## config.mk

```make
export PLATFORM = sky130hd
export DESIGN_NAME = rr_burst_arbiter
export DESIGN_NICKNAME = d
export VERILOG_FILES = /design/src/rtl/arb_pkg.sv /design/src/rtl/rr_pick.sv /design/src/rtl/rr_burst_arbiter.sv
export SDC_FILE = /design/constraint.sdc
export NUM_CORES = 1
export LEC_CHECK = 0
export CORE_UTILIZATION = 46
export CTS_CLUSTER_DIAMETER = 50
export DETAILED_ROUTE_END_ITERATION = 10
export PLACE_DENSITY = 0.85
export SETUP_SLACK_MARGIN = 0.05
export SLEW_MARGIN = 30
export SYNTH_ARGS = -nofsm -noshare
export SYNTH_HDL_FRONTEND = slang
export SYNTH_HIERARCHICAL = 1
export SYNTH_SLANG_ARGS = --single-unit
export TNS_END_PERCENT = 30
```

## constraint.sdc

```tcl
create_clock -name clock -period 2.4 [get_ports clock]
set_clock_uncertainty 0.15 [all_clocks]
set_input_delay 0.24 -clock clock [delete_from_list [all_inputs] [get_ports clock]]
set_output_delay 0.24 -clock clock [all_outputs]
set_load 0.02 [all_outputs]
```

## src/rtl/arb_pkg.sv

```systemverilog
// rtl/arb_pkg.sv - shared types and constants for the round-robin burst arbiter
package arb_pkg;

  localparam int NUM_REQ = 4;

  typedef enum logic [1:0] {
    IDLE = 2'd0,
    OWN  = 2'd1,
    TURN = 2'd2
  } arb_state_t;

endpackage

```

## src/rtl/rr_pick.sv

```systemverilog
// rtl/rr_pick.sv - rotating-priority pick: first requester at or after ptr, circularly
module rr_pick
  import arb_pkg::*;
(
  input  logic [NUM_REQ-1:0] req,
  input  logic [1:0]         ptr,
  output logic               found,
  output logic [1:0]         idx
);

  logic [2*NUM_REQ-1:0] req_dbl;
  logic [NUM_REQ-1:0]   req_rot;
  logic [1:0]           rot_idx;

  // Doubling the vector turns the rotation into a plain right shift.
  assign req_dbl = {req, req};
  assign req_rot = NUM_REQ'(req_dbl >> ptr);

  always_comb begin
    rot_idx = '0;
    for (int i = NUM_REQ - 1; i >= 0; i--) begin
      if (req_rot[i]) rot_idx = 2'(i);
    end
  end

  assign found = |req;
  assign idx   = rot_idx + ptr;

endmodule

```

## src/rtl/rr_burst_arbiter.sv

```systemverilog
// rtl/rr_burst_arbiter.sv - 4-way round-robin arbiter with burst ownership and one-cycle turnaround
module rr_burst_arbiter
  import arb_pkg::*;
#(
  parameter int MAX_BURST = 8
) (
  input  logic               clock,
  input  logic               reset_n,
  input  logic [NUM_REQ-1:0] req,
  input  logic [NUM_REQ-1:0] last,
  input  logic               en,
  output logic [NUM_REQ-1:0] gnt,
  output logic               gnt_valid,
  output logic [1:0]         owner,
  output logic [1:0]         ptr,
  output logic [3:0]         beat_cnt
);

  localparam logic [3:0] BURST_LAST = 4'(MAX_BURST - 1);

  arb_state_t         state_q, state_d;
  logic [NUM_REQ-1:0] gnt_q, gnt_d;
  logic [1:0]         owner_q, owner_d;
  logic [1:0]         ptr_q, ptr_d;
  logic [3:0]         cnt_q, cnt_d;
  logic               pick_found;
  logic [1:0]         pick_idx;
  logic               release_burst;

  rr_pick u_pick (
    .req   (req),
    .ptr   (ptr_q),
    .found (pick_found),
    .idx   (pick_idx)
  );

  // Only the owner's request and last bits matter; the cap preempts regardless.
  assign release_burst = ~req[owner_q] | last[owner_q] | (cnt_q == BURST_LAST);

  always_comb begin
    state_d = state_q;
    gnt_d   = gnt_q;
    owner_d = owner_q;
    ptr_d   = ptr_q;
    cnt_d   = cnt_q;
    case (state_q)
      IDLE, TURN: begin
        if (en && pick_found) begin
          state_d = OWN;
          gnt_d   = NUM_REQ'(1) << pick_idx;
          owner_d = pick_idx;
          cnt_d   = '0;
        end else begin
          state_d = IDLE;
          gnt_d   = '0;
        end
      end
      OWN: begin
        if (release_burst) begin
          state_d = TURN;
          gnt_d   = '0;
          ptr_d   = owner_q + 2'd1;
          cnt_d   = '0;
        end else begin
          cnt_d = cnt_q + 4'd1;
        end
      end
      default: begin
        state_d = IDLE;
        gnt_d   = '0;
      end
    endcase
  end

  always_ff @(posedge clock or negedge reset_n) begin
    if (!reset_n) begin
      state_q <= IDLE;
      gnt_q   <= '0;
      owner_q <= '0;
      ptr_q   <= '0;
      cnt_q   <= '0;
    end else begin
      state_q <= state_d;
      gnt_q   <= gnt_d;
      owner_q <= owner_d;
      ptr_q   <= ptr_d;
      cnt_q   <= cnt_d;
    end
  end

  assign gnt       = gnt_q;
  assign gnt_valid = |gnt_q;
  assign owner     = owner_q;
  assign ptr       = ptr_q;
  assign beat_cnt  = cnt_q;

endmodule

```

==> Yosys cells after proc, flatten, opt, wreduce, memory -nomap -nowiden <==
Cells that the tools add are included.
{ "op_classes": {"eq_ne": 5, "magnitude_cmp": 1, "muxes": 17, "addsub": 3, "bitwise_logic": 3, "reduce_logical": 9, "n_shift": 2} }
{ "op_table": {"columns": ["operator", "n"], "rows": [
  ["$mux W4", 4],
  ["$pmux W4 S2", 2],
  ["$mux W2", 5],
  ["$reduce_or A4 Y1", 2],
  ["$shr A8 B2 Y4", 1],
  ["$reduce_and A2 Y1", 3],
  ["$add A4 B1 Y4 const B", 1],
  ["$bmux W1 S2", 2],
  ["$eq A4 B3 Y1 const B", 1],
  ["$ne A2 B2 Y1 const B", 2],
  ["$pmux W2 S2", 1],
  ["$shl A1 B2 Y4 const A", 1],
  ["$lt A2 B3 Y1 const B", 1],
  ["$mux W1", 3],
  ["$add A2 B1 Y2 const B", 1],
  ["$add A2 B2 Y2", 1],
  ["$eq A2 B1 Y1 const B", 1],
  ["$eq A2 B2 Y1 const B", 1],
  ["$logic_not A2 Y1", 1],
  ["$or A1 B1 Y1", 2],
  ["$reduce_bool A2 Y1", 1],
  ["$reduce_or A2 Y1", 1],
  ["$logic_and A1 B1 Y1", 1],
  ["$not A1 Y1", 1]
]} }
{ "totals": {"in_bits": 11, "reg_bits": 14, "elab_cells": 45, "output_inout_bits": 13} }

==> Depth between registers and ports, before layout <==
{ "logic_depth": {"ltp_word": 9, "ltp_mapped": 10, "mapped_depth_nobuf": 9} }

==> By module <==
Netlist, hierarchy kept.
{ "modules_own_cells": {"columns": ["module", "cells_per_inst", "instances", "seq_area_each_um2", "area_each_um2"], "rows": [
  ["rr_burst_arbiter", 62, 1, 350.3, 666.9],
  ["rr_pick", 27, 1, 0.0, 178.9]
]} }

==> Worst setup path before layout <==
Ideal clock, no wire load.
{ "synth_path": {"path_kind": "register to register", "start": "register ptr_q[0], in the netlist ptr[0]", "end": "register gnt_q[0], in the netlist gnt[0]", "required_time_ns": 2.132, "slack_ns": 0.229, "stages_incl_launch_ff": 11, "arrival_time_ns": 1.903, "path_buffers": 1, "setup_time_ns": 0.118, "synth_period_minus_slack_ns": 2.171, "path_cell_list": "dfrtp_1 -> buf_4 -> nand2_1 -> nor2_1 -> o21ai_0 -> o211ai_1 -> ha_1 -> xor2_1 -> xnor2_1 -> nor3_1 -> a21o_1"} }
{ "synth_between": {"elab_chain_len": 9} }
{ "synth_lines": {"columns": ["item", "line", "rtl"], "rows": [
  ["start: declaration", "rr_burst_arbiter.sv:24", "logic [1:0] ptr_q, ptr_d;"],
  ["start signal: assignment", "rr_burst_arbiter.sv:86", "ptr_q <= ptr_d;"],
  ["$shr A8 B2 Y4", "rr_pick.sv:17", "assign req_rot = NUM_REQ'(req_dbl >> ptr);"],
  ["$mux W2 (4 in series)", "rr_pick.sv:22", "if (req_rot[i]) rot_idx = 2'(i);"],
  ["$add A2 B2 Y2 *", "rr_pick.sv:27", "assign idx = rot_idx + ptr;"],
  ["net pick_idx[1]", "rr_burst_arbiter.sv:27", "logic [1:0] pick_idx;"],
  ["$shl A1 B2 Y4 *", "rr_burst_arbiter.sv:50", "gnt_d = NUM_REQ'(1) << pick_idx;"],
  ["$mux W4 *", "rr_burst_arbiter.sv:48", "if (en && pick_found) begin"],
  ["$pmux W4 S2 *", "rr_burst_arbiter.sv:46", "case (state_q)"],
  ["end signal: assignment", "rr_burst_arbiter.sv:84", "gnt_q <= gnt_d;"],
  ["end: declaration", "rr_burst_arbiter.sv:22", "logic [NUM_REQ-1:0] gnt_q, gnt_d;"]
]} }
Mark *: on every way through the listed nets, which the timed path passes. The rest lies on a longest branch.
A chain may end at the register's enable or synchronous reset.

==> Worst setup path after layout <==
{ "layout_path": {"start": "input req[1]", "end": "register gnt_q[2], in the netlist gnt[2]"} }
{ "layout_between": {"elab_chain_len": 9, "elab_cells_between_ends": 17, "cone_classes": "1 x add/sub; 1 x eq/ne; 2 x shift; 8 x mux; 3 x bitwise; 2 x reduce/logical"} }
{ "layout_lines": {"columns": ["item", "line", "rtl"], "rows": [
  ["start: declaration", "rr_burst_arbiter.sv:9", "input logic [NUM_REQ-1:0] req,"],
  ["$shr A8 B2 Y4 *", "rr_pick.sv:17", null],
  ["$mux W2 (3 in series)", "rr_pick.sv:22", null],
  ["$mux W2 *", "rr_pick.sv:22", null],
  ["$add A2 B2 Y2 *", "rr_pick.sv:27", null],
  ["net pick_idx[1]", "rr_burst_arbiter.sv:27", null],
  ["$shl A1 B2 Y4 *", "rr_burst_arbiter.sv:50", null],
  ["$mux W4 *", "rr_burst_arbiter.sv:48", null],
  ["$pmux W4 S2 *", "rr_burst_arbiter.sv:46", null]
]} }
Mark *: on every way through the listed nets, which the timed path passes. The rest lies on a longest branch. The select of a mux whose other input is x is not followed.

==> results.cfg <==
[clocking]
cts_root_buffer = clkbuf_4
cts_sinks = 14
tritoncts = yes
clk_pin_slew_ps = 90
htree_levels = 1
clockBufferDepth = 2
cts_buffers = 3
cts_setup_buffers = 0
insertion_delay_ps = 290

[global_route]
antenna_found_initial = 0
grt_pass1_vias = 738
overflow = 0
grt_pass1_wl_um = 3170
grt_max_degree = 15
met3_usage_pct = 6.40
busiest_layer = met2
use_met1_pct = 27.2
grt_use_met2_pct = 35.6
grt_use_total_pct = 22.2

[timing]
max-slew-margin-rel_pct = 58.3
setup_violations = 0
drv_slew = 0
hold_viol = 0
rsz0062_at_grt = no
finalCriticalPeriod_ps = 2230
worst_pin_slew_ps = 624
post-route-period-util_pct = 92.7
timing.fmax_mhz = 449

[yosys]
seq_area_frac_synth_pct = 41.4
synth_top_area_share_pct = 41.4
ys.flop_type = dfrtp_1
ys_ff_latch = 14
syn-num-nets = 102
ys_async_sr_fraction_pct = 100
ys_top_cells_by_area = dfrtp_1 41%, nand2_1 5.3%, nor2b_1 3.7%
syn_inst = 89
yosys.area.top_type = dfrtp_1
ys_warn_count = 6
syn_area_per_cell_um2 = 9.50
ys_types = 36
synth-edff-count = 0
netlist_area_um2 = 846

[routing]
vias_per_cell = 5.57
vias = 807
wirelength_um = 2120
drc_errors = 0
route.antenna.remaining_nets = 0
dr.first_iter.drc_count = 34
dr.pass1.iters = 4
wire_per_inst_um = 14.6

[worst_setup_path]
crit_type = in -> reg
cp.arrival_ps = 2260
crit_fanout = 5
endpoint_kind = flop
startpoint_type = input port
worstPathRequired_ps = 2440

[pwr]
p_total_mw = 1.41
power_density_nw_per_um2 = 1190
max-vdd-ir-drop_mv = 0.858
leakagePower_nw = 0.514

[die]
dieArea_um2 = 2010
die_x_um = 44.9
placeableCoreArea_um2 = 1730
pin_count = 24
rows = 15
fp.dieH_um = 44.9
start_util_pct = 49.0

[cells_and_area]
stdcell_count = 145
n_antenna_cell = 0
nets = 134
area_growth_pct = 40.1
nFillCells = 149
drive_above_1_share_pct = 13.3

[placement]
dpl.hpwl_um = 1520
gp_congestion = 0.820
port_buffers = 23
dp.cells = 141

[flow_run]
maxCapViolations = 0

[min_path]
worstHoldPathType = in -> async

[run_status]
status = finished clean
==> final cells by class <==
| type | instances | area (µm²) | area share [%] |
|---|---|---|---|
| Clock buffer | 4 | 36.3 | 3.06 |
| Inverter | 2 | 7.51 | 0.634 |
| Multi-Input combinational cell | 71 | 484 | 40.9 |
| Sequential cell | 14 | 350 | 29.6 |
| Tap cell | 25 | 31.3 | 2.64 |
| Timing Repair Buffer | 29 | 275 | 23.2 |
==> power breakdown <==
part           switching, mW  internal [mW]
registers              0.117          0.321
clock network         0.0816         0.0925
logic                  0.401          0.393
==> cell usage in the layout (no fill, tap or decap), types with 3 or more instances in the layout <==
cell / count
buf_4: 6
clkbuf_4: 3
clkdlybuf4s50_1: 23
dfrtp_1: 14
nand2_1: 12
nand2b_1: 3
nand3_1: 5
nor2_1: 6
nor2b_1: 5
nor3_1: 4
o21ai_0: 3
==> through the flow <==
| stage | instance area (µm²) | setup slack (ps) | util [%] | TNS (ps) | hold WS (ps) |
|---|---|---|---|---|---|
| floorplan | 846 | 229 | - | 0 | -206 |
| global placement | 1140 | -15.2 | 66.1 | -15.2 | 351 |
| detailed placement | 1140 | -56.2 | 66.1 | -89.7 | 344 |
| CTS | 1180 | 189 | 68.2 | 0 | 201 |
| global route | 1180 | 52.3 | 68.6 | 0 | 231 |
| finish | 1180 | 175 | 68.6 | 0 | 182 |
==> cells in the mapped netlist (2+ instances only) <==
cell type   n
a31oi_1     2
ha_1        2
mux2i_1     2
nor4_1      2
inv_1       2
a21oi_1     2
nand2_1    12
nand3b_1    2
nor3b_1     2
nand3_1     5
xor2_1      2
o21ai_0     3
nor2_1      6
dfrtp_1    14
nor3_1      4
nand2b_1    3
nor2b_1     5
==> timing repair <==
item | in CTS | in global routing
setup endpoints to repair | 0 | 1
hold buffers | 0 | 0
resized for setup | 0 | 1
==> worst max-delay path, cell delays in order <==
cell and delay (ps):
clkdlybuf4s50_1 590, inv_1 110, nor3_1 150, a31oi_1 60
o211ai_1 180, ha_1 190, xor2_1 240, xnor2_2 150
buf_4 160, a22o_1 190
==> per-layer routing <==
layer,vias up,wire length [µm]
met3,2,110
li1,386,-
met2,23,1030
met1,396,959
met4,0,21
met5,-,0
==> path summary, 6_finish.rpt <==
path	startpoint	to	slack (ps)	cells after the start
min reg2reg	gnt[1]	gnt[1]	380	1
min	reset_n	beat_cnt[2]	180	1
min in group clock	gnt[1]	gnt[1]	380	1
max	req[1]	gnt[2]	170	10
max in group asynchronous	reset_n	ptr[0]	1510	1
max reg2reg	ptr[0]	gnt[2]	190	8
==> registers in the layout, summed over array words and instances, names as in the netlist <==
signal    count
beat_cnt      4
state_q       2
gnt           4
ptr           2
owner         2
==> kinds of logic (layout without fill, tap and decap cells) <==
kind of cell	count (synthesis)	count (layout)	synth area share [%]
AND/OR/NAND/NOR	45	45	28.0
AO/OA/AOI/OAI	17	17	16.0
flip-flops	14	14	41.4
multiplexers	4	4	6.36
buffers and inverters	4	35	2.22
XOR/XNOR	3	3	3.11
adder cells (fa/ha/maj)	2	2	2.96
Note: power is estimated with default switching activity, not from simulation.
